## src/rtl/text_stream_reader.sv

```systemverilog
// ----------------------------------------------------------------------------
// text_stream_reader
//
// Reads a run of characters out of a text RAM and presents them one at a time
// on a valid/ready stream. After every LINE_LEN characters an EOL_CODE is
// inserted, except after the last character of a transfer. Every output is
// registered, so peak throughput is one character every two cycles.
//
// Ports
//   clk           : clock, rising edge
//   Reset         : asynchronous, active-high reset
//   start         : one-cycle request to begin a transfer (ignored while busy)
//   start_address : first RAM address to read
//   length        : number of RAM characters to stream (0 .. 2^ADDR_WIDTH)
//   abort         : synchronous cancel of a running transfer
//   read_address  : address to the text RAM read port
//   read_data     : combinational RAM data for read_address
//   char_data     : streamed character
//   char_valid    : char_data is valid
//   char_ready    : downstream accepts char_data
//   busy          : a transfer is in progress
//   done          : one-cycle pulse when a transfer completes
// ----------------------------------------------------------------------------
module text_stream_reader #(
    parameter int                    DATA_WIDTH = 8,
    parameter int                    ADDR_WIDTH = 9,
    parameter int                    LINE_LEN   = 32,
    parameter logic [DATA_WIDTH-1:0] EOL_CODE   = 8'h5A
) (
    input  logic                  clk,
    input  logic                  Reset,
    input  logic                  start,
    input  logic [ADDR_WIDTH-1:0] start_address,
    input  logic [ADDR_WIDTH:0]   length,
    input  logic                  abort,
    output logic [ADDR_WIDTH-1:0] read_address,
    input  logic [DATA_WIDTH-1:0] read_data,
    output logic [DATA_WIDTH-1:0] char_data,
    output logic                  char_valid,
    input  logic                  char_ready,
    output logic                  busy,
    output logic                  done
);

    localparam int LEN_W = ADDR_WIDTH + 1;
    localparam int COL_W = $clog2(LINE_LEN + 1);

    typedef enum logic [2:0] {
        S_IDLE,
        S_LOAD,
        S_SEND,
        S_EOL,
        S_DONE
    } state_t;

    state_t state_q, state_d;

    logic [ADDR_WIDTH-1:0] addr_q, addr_d;
    logic [LEN_W-1:0]      remaining_q, remaining_d;
    logic [COL_W-1:0]      col_q, col_d;
    logic [ADDR_WIDTH-1:0] read_address_q, read_address_d;
    logic [DATA_WIDTH-1:0] char_data_q, char_data_d;
    logic                  char_valid_q, char_valid_d;
    logic                  busy_q, busy_d;
    logic                  done_q, done_d;

    logic                  hs;
    logic                  last_char;
    logic                  line_end;
    logic                  go;
    logic [COL_W-1:0]      col_inc;

    assign hs        = char_valid_q && char_ready;
    assign last_char = (remaining_q == LEN_W'(1));
    assign col_inc   = col_q + COL_W'(1);
    assign line_end  = (col_inc == COL_W'(LINE_LEN));
    // A start coinciding with abort is treated as an abort.
    assign go        = start && !abort;

    // State register
    always_ff @(posedge clk or posedge Reset) begin
        if (Reset) begin
            state_q <= S_IDLE;
        end else begin
            state_q <= state_d;
        end
    end

    // Next-state logic
    always_comb begin
        state_d = state_q;
        case (state_q)
            S_IDLE: begin
                if (go) begin
                    state_d = (length == '0) ? S_DONE : S_LOAD;
                end
            end
            S_LOAD: begin
                state_d = S_SEND;
            end
            S_SEND: begin
                if (hs) begin
                    // The final character never gets an EOL after it.
                    if (last_char) begin
                        state_d = S_DONE;
                    end else if (line_end) begin
                        state_d = S_EOL;
                    end else begin
                        state_d = S_LOAD;
                    end
                end
            end
            S_EOL: begin
                if (hs) begin
                    state_d = S_LOAD;
                end
            end
            S_DONE: begin
                state_d = S_IDLE;
            end
            default: begin
                state_d = S_IDLE;
            end
        endcase
        // Abort wins over any handshake in the same cycle.
        if (abort && (state_q != S_IDLE)) begin
            state_d = S_IDLE;
        end
    end

    // Output and datapath next-state logic
    always_comb begin
        addr_d       = addr_q;
        remaining_d  = remaining_q;
        col_d        = col_q;
        char_data_d  = char_data_q;
        char_valid_d = 1'b0;
        case (state_q)
            S_IDLE: begin
                if (go && (length != '0)) begin
                    addr_d      = start_address;
                    remaining_d = length;
                    col_d       = '0;
                end
            end
            S_LOAD: begin
                char_data_d  = read_data;
                char_valid_d = 1'b1;
            end
            S_SEND: begin
                if (hs) begin
                    remaining_d = remaining_q - LEN_W'(1);
                    addr_d      = addr_q + ADDR_WIDTH'(1);
                    col_d       = col_inc;
                end else begin
                    char_valid_d = 1'b1;
                end
            end
            S_EOL: begin
                // First EOL cycle has valid low (the previous handshake just
                // happened); the code is presented from the following cycle.
                if (hs) begin
                    col_d = '0;
                end else begin
                    char_data_d  = EOL_CODE;
                    char_valid_d = 1'b1;
                end
            end
            default: begin
                char_valid_d = 1'b0;
            end
        endcase
        if (abort && (state_q != S_IDLE)) begin
            char_valid_d = 1'b0;
        end
        // The RAM address only moves when a LOAD is about to happen, so it
        // holds its last value through EOL, DONE and IDLE.
        read_address_d = (state_d == S_LOAD) ? addr_d : read_address_q;
        busy_d         = (state_d != S_IDLE);
        done_d         = (state_d == S_DONE);
    end

    // Datapath and output registers
    always_ff @(posedge clk or posedge Reset) begin
        if (Reset) begin
            addr_q         <= '0;
            remaining_q    <= '0;
            col_q          <= '0;
            read_address_q <= '0;
            char_data_q    <= '0;
            char_valid_q   <= 1'b0;
            busy_q         <= 1'b0;
            done_q         <= 1'b0;
        end else begin
            addr_q         <= addr_d;
            remaining_q    <= remaining_d;
            col_q          <= col_d;
            read_address_q <= read_address_d;
            char_data_q    <= char_data_d;
            char_valid_q   <= char_valid_d;
            busy_q         <= busy_d;
            done_q         <= done_d;
        end
    end

    assign read_address = read_address_q;
    assign char_data    = char_data_q;
    assign char_valid   = char_valid_q;
    assign busy         = busy_q;
    assign done         = done_q;

endmodule

```

## config.mk

```make
export PLATFORM = sky130hd
export DESIGN_NAME = text_stream_reader
export DESIGN_NICKNAME = d
export VERILOG_FILES = /design/src/rtl/text_stream_reader.sv
export SDC_FILE = /design/constraint.sdc
export NUM_CORES = 1
export LEC_CHECK = 0
export ABC_AREA = 0
export BUFFER_PORTS_ARGS = -buffer_cell sky130_fd_sc_hd__buf_2
export CAP_MARGIN = 20
export CORE_ASPECT_RATIO = 0.5
export CORE_UTILIZATION = 50
export CTS_CLUSTER_SIZE = 20
export DETAILED_ROUTE_END_ITERATION = 10
export PLACE_DENSITY = 0.83
export SLEW_MARGIN = 20
export SYNTH_ARGS = -nofsm -noshare
export SYNTH_HDL_FRONTEND = slang
export SYNTH_SLANG_ARGS = --single-unit
```

## constraint.sdc

```tcl
create_clock -name clk -period 4.3 [get_ports clk]
set_clock_uncertainty 0.05 [all_clocks]
set_input_delay 0.215 -clock clk [delete_from_list [all_inputs] [get_ports clk]]
set_output_delay 0.215 -clock clk [all_outputs]
set_load 0.05 [all_outputs]
```

==> results.toml, run 1 <==
[setup_path]
critPathArrivalTime_ns = 3.04
crit_path_cell_trace = "or3b_1 -> nor2_8 -> a22oi_1 -> a21boi_2 -> and2_1 -> mux2_4"
worst-path-buf-inv = 0
cp.depth = 6
worstSetupPathType = "flop to flop"
cp-startpoint = "state_q[2]$_DFF_PP0_"
r2r-end = "read_address[4]$_DFFE_PP0N_"
regToRegSetupSlack_ns = 1.39
crit_family = "simple AND/OR/NAND/NOR gates"
cp_data_required_time_ns = 4.43
critPathMaxStageDelay_ns = 0.73
r2r-start = "state_q[2]$_DFF_PP0_"
reg2reg_depth = 6
cp-endpoint = "read_address[4]$_DFFE_PP0N_"
cpMaxStageDelayCell = "or3b_1"
endpoint_kind = "flop"
start_kind = "flop"
critPathMaxFanout = 23

[placement]
globalplace.congestion = 0.857
postPlaceCellArea_sq_mm = 0.00273
portBuffers = 51
dp_hpwl_um = 3880
dpl_worst_slack_ns = 1.43

[route]
vias_per_cell = 5.86
wl_um = 5380
ant_nets = 0
via_count = 2082
firstDrtPassIters = 4
drtIter0Drc = 123
drt-wirelength-per-cell_um = 15.2
route.detailed.drc = 0

[yosys]
yosysSeqAreaShare_pct = 49.3
syn_area_sq_mm = 0.00244
netlist_instances = 238
ys_seq_elements = 48
ys.flop_type = "dfrtp_1"
yosys-top-cells-area = "dfrtp_1 49%, mux2_4 5.5%, o21ai_0 3.9%"
ys_warn_count = 0
syn-num-nets = 275
synth_cell_type_count = 42
async_flop_share_pct = 100
yosys.area_share.simple_pct = 20.6
synth_area_per_cell_sq_um = 10.2
synthAdderAreaFrac_pct = 2.57
yosys.area.top_type = "dfrtp_1"
yosys-mux-area-fraction_pct = 6.01
synth-edff-count = 0
synth_xor_area_share_pct = 1.08
synth_top_family_by_area = "simple AND/OR/NAND/NOR gates"
synth_top_area_share_pct = 49.3
synth-compound-area-share_pct = 17.9

[clock_tree]
cts_buffer_depth = 2
path_clk_slew_ns = 0.09
cts_post_setup_buffers_inserted = 0
clkSinkCount = 48
cts_made_buffers = 5
clock-root-buffer = "clkbuf_8"
worstSkewPairLatency_ns = 0.30
cts-resized-gates = 0
htree_levels = 2
hold_buffers = 0
tritoncts = "yes"

[floorplanning]
io_pins = 52
core_area_sq_mm = 0.00453
die_area_sq_mm = 0.00518
row_count = 17
die-height_um = 51.4
die_x_um = 101
initial_core_util_pct = 53.8

[finish]
final_common_cell = "buf_2"
num_antenna_cells = 0
final_cell_mix = "51 x buf_2, 48 x dfrtp_1, 22 x nand2_1"
layout-drive-gt1-share_pct = 26.0
multi_input_area_sq_mm = 0.00118
nets = 326
fin_area_sq_mm = 0.00282
areaGrowthSynthToFinish_pct = 15.6
seq_area_sq_mm = 0.00120
nFillCells = 381

[timing]
rsz0062_at_grt = "false"
finalSetupViolCount = 0
fin_ws_ns = 1.39
tns_ns = 0
min_period_ns = 2.91
worstMarginPinSlew_ns = 0.831
hold_viol_final = 10
final_max_slew_viol_count = 0
fmax_ghz = 0.344
timing.hold.ws_ns = -0.0129
period_share_pct = 67.6
maxSlewHeadroom_pct = 44.6

[run_status]
violations = "hold timing"
status = "complete, but fails checks"

[global_route]
grt.busiest_layer = "met2"
grt_util_met1_pct = 29.3
use_met3_pct = 4.92
grt_pass1_wl_um = 8760
antenna_found_initial = 0
grt_pass1_vias = 1980
met2_usage_pct = 36.5
grtUsageTotal_pct = 22.5
grt_max_degree = 49
grt_overflow = 0

[power]
powerDensity_mw_per_mm2 = 719
leakagePower_nw = 1.30
vdd_ir_drop_max_v = 0.000263

[hold_path]
hp-class = "primary input to asynchronous set/reset pin"

[job]
drv_cap = 0
[through the flow]
step | power [W] | hold WS (ns) | std cells | util (%)
2_1_floorplan | 0.00155 | 0.238 | 238 | -
4_1_cts | 0.00203 | 0.0854 | 355 | 62.1
6_report | 0.00203 | -0.0129 | 355 | 62.2
3_5_place_dp | 0.00177 | 0.402 | 348 | 60.3
3_3_place_gp | 0.00173 | 0.399 | 348 | 60.3
5_1_grt | 0.00216 | 0.0547 | 355 | 62.2
[logic make-up after synthesis]
| logic type | count (synthesis) |
|---|---|
| multiplexers | 10 |
| AO/OA/AOI/OAI | 64 |
| XOR/XNOR | 3 |
| flip-flops | 48 |
| AND/OR/NAND/NOR | 96 |
| buffers and inverters | 12 |
| adder cells (fa/ha/maj) | 5 |
[flip-flops by register name, summed over array words and instances, names as in the netlist]
name          flops
char_valid        1
busy              1
char_data         8
read_address      9
done              1
col_q             6
remaining_q      10
state_q           3
addr_q            9
[synth_stat cells, drive strengths merged, types with 3 or more instances]
library cell and number:
o21ai 19, a22o 5, nor3b 3, nand3 17, or3 4, nand2b 3, buf 4, nor3 7
nor4 5, and2 4, a21oi 8, clkbuf 3, mux2 10, o22a 5, dfrtp 48, nor2 20
o211ai 7, nor2b 3, ha 5, nand2 23, and3 3, a22oi 8, inv 5
[how the worst min path moves through the flow]
stage | startpoint | end | slack [ns]
2_1_floorplan | abort | char_valid$_DFF_PP0_ | 0.24
3_3_place_gp | read_data[1] | char_data[1]$_DFFE_PP0P_ | 0.40
3_5_place_dp | read_data[2] | char_data[2]$_DFFE_PP0P_ | 0.40
4_1_cts | abort | char_valid$_DFF_PP0_ | 0.09
5_1_grt | Reset | read_address[6]$_DFFE_PP0N_ | 0.05
6_report | Reset | read_address[6]$_DFFE_PP0N_ | -0.01
[power breakdown]
group / leakage (nW) / switching [W] / internal [W]
registers: 0.602 / 0.000152 / 0.000631
clock network: 0.0400 / 0.000144 / 0.000110
logic: 0.658 / 0.000646 / 0.000343
[metal layers]
| metal | vias up | wire length (um) |
|---|---|---|
| met5 | - | 0 |
| met4 | 0 | 84 |
| met3 | 10 | 273 |
| met2 | 71 | 2520 |
| met1 | 1013 | 2500 |
| li1 | 988 | - |
[layout make-up]
type / instances / share of cell area, %
sequential: 48 / 42.6
multi-input combinational: 178 / 41.8
clock buffer: 5 / 2.44
timing repair buffer: 51 / 9.06
clock inverter: 2 / 0.444
tap: 66 / 2.93
inverter: 5 / 0.710
Power figures use the tool's default switching activity.
==> run 2: changes to the inputs <==
Clock period 4.3 ns to 2.7 ns, I/O delays scaled along.
==> results.toml, run 2 (synthesis results as in run 1) <==
[finish]
num_antenna_cells = 0
final_common_cell = "buf_2"
areaGrowthSynthToFinish_pct = 17.1
largest_register_ffs = 10
nFillCells = 398
nets = 331
final_cell_count_no_fill = 360
fin_area_sq_mm = 0.00285
layout-drive-gt1-share_pct = 26.5
regMostFlops = "remaining_q"
fin_util_pct = 63.0
multi_input_area_sq_mm = 0.00117
seq_area_sq_mm = 0.00120
final_cell_mix = "51 x buf_2, 48 x dfrtp_1, 22 x nand2_1"

[floorplanning]
die_area_sq_mm = 0.00518
initial_core_util_pct = 53.8
die-height_um = 51.4
io_pins = 52
row_count = 17
core_area_sq_mm = 0.00453
die_x_um = 101

[global_route]
grt_max_degree = 49
grt_overflow = 0
grt_pass1_wl_um = 8910
grtUsageTotal_pct = 22.4
grt_pass1_vias = 1937
antenna_found_initial = 0

[timing]
hold_viol_final = 0
rsz0062_at_grt = "false"
fin_ws_ns = 0.295
fmax_ghz = 0.416
worstMarginPinSlew_ns = 0.830
min_period_ns = 2.41
maxSlewHeadroom_pct = 44.6
tns_ns = 0
finalSetupViolCount = 0
final_max_slew_viol_count = 0
period_share_pct = 89.1

[setup_path]
cp_data_required_time_ns = 2.84
critPathMaxFanout = 9
endpoint_kind = "flop"
worstSetupPathType = "flop to flop"
start_kind = "flop"
regToRegSetupSlack_ns = 0.29
critPathArrivalTime_ns = 2.54

[placement]
postPlaceCellArea_sq_mm = 0.00276
globalplace.congestion = 0.887
dpl_worst_slack_ns = 0.331
placed_cells_incl_taps = 352
dp_hpwl_um = 4000
portBuffers = 51

[route]
firstDrtPassIters = 5
ant_nets = 0
route.detailed.drc = 0
drtIter0Drc = 122
vias_per_cell = 5.71
drt-wirelength-per-cell_um = 15.1
wl_um = 5430
via_count = 2054

[clock_tree]
clock-root-buffer = "clkbuf_8"
worstSkewPairLatency_ns = 0.30
path_clk_slew_ns = 0.09
tritoncts = "yes"
cts_buffer_depth = 2
clkSinkCount = 48
htree_levels = 2
cts_post_setup_buffers_inserted = 0
cts_made_buffers = 5

[run_status]
status = "completed"

[job]
drv_cap = 0

[power]
vdd_ir_drop_max_v = 0.000476
powerDensity_mw_per_mm2 = 1140
leakagePower_nw = 1.32

[hold_path]
hp-class = "primary input to flop"
==> run 2: changes by cell type in the layout (fill, tap and decap cells not counted), sizes merged <==
cell and change:
dlygate4sd3 +1, buf +4
==> run 2: cell type report <==
| class | count | area share [%] |
|---|---|---|
| Clock buffer | 5 | 2.41 |
| Clock inverter | 2 | 0.438 |
| Inverter | 5 | 0.701 |
| Multi-Input combinational cell | 178 | 41.1 |
| Sequential cell | 48 | 42.1 |
| Tap cell | 66 | 2.89 |
| Timing Repair Buffer | 56 | 10.3 |
==> run 2: final timing paths <==
kind,start,endpoint,depth (start not counted)
setup / recovery,state_q[1]$_DFF_PP0_,read_address[6]$_DFFE_PP0N_,7
hold / removal,abort,char_valid$_DFF_PP0_,2
setup reg to reg,state_q[1]$_DFF_PP0_,read_address[6]$_DFFE_PP0N_,7
hold reg to reg,char_data[3]$_DFFE_PP0P_,char_data[3]$_DFFE_PP0P_,1
max in group asynchronous,Reset,addr_q[1]$_DFF_PP0_,3
min in group asynchronous,Reset,char_data[0]$_DFFE_PP0P_,3
==> run 2: stage by stage <==
stage | power [W] | hold WS (ns)
2_1_floorplan | 0.00248 | 0.158
6_report | 0.00327 | 0.0110
3_3_place_gp | 0.00279 | 0.319
4_1_cts | 0.00327 | 0.0135
3_5_place_dp | 0.00285 | 0.323
5_1_grt | 0.00347 | 0.00364
==> run 2: what timing repair did <==
item,CTS,global route
hold endpoints to repair,0,46
setup endpoints to repair,0,0
hold buffers,0,1
resized for setup,0,0
==> run 2: worst max-delay path: stages, from the launching register on <==
cell and delay [ns]:
dfrtp_1 0.46, or3_1 0.44, nor3b_2 0.29, nand2_2 0.19, a21boi_2 0.19, and2_1 0.14, buf_4 0.21, mux2_4 0.31
==> run 2: metal layers <==
layer | up-vias | GRT usage (%) | part of all wire, %
met2 | 62 | 36.9 | 47
met3 | 2 | 3.97 | 4.8
li1 | 996 | - | -
met4 | 0 | 4.83 | 0.18
met1 | 994 | 31.3 | 48
met5 | - | 0 | 0
==> run 2: power by group <==
part | total, W | internal [W] | switching, W
Combinational | 0.00160 | 0.000574 | 0.00103
Clock | 0.000418 | 0.000176 | 0.000242
Sequential | 0.00125 | 0.00101 | 0.000242
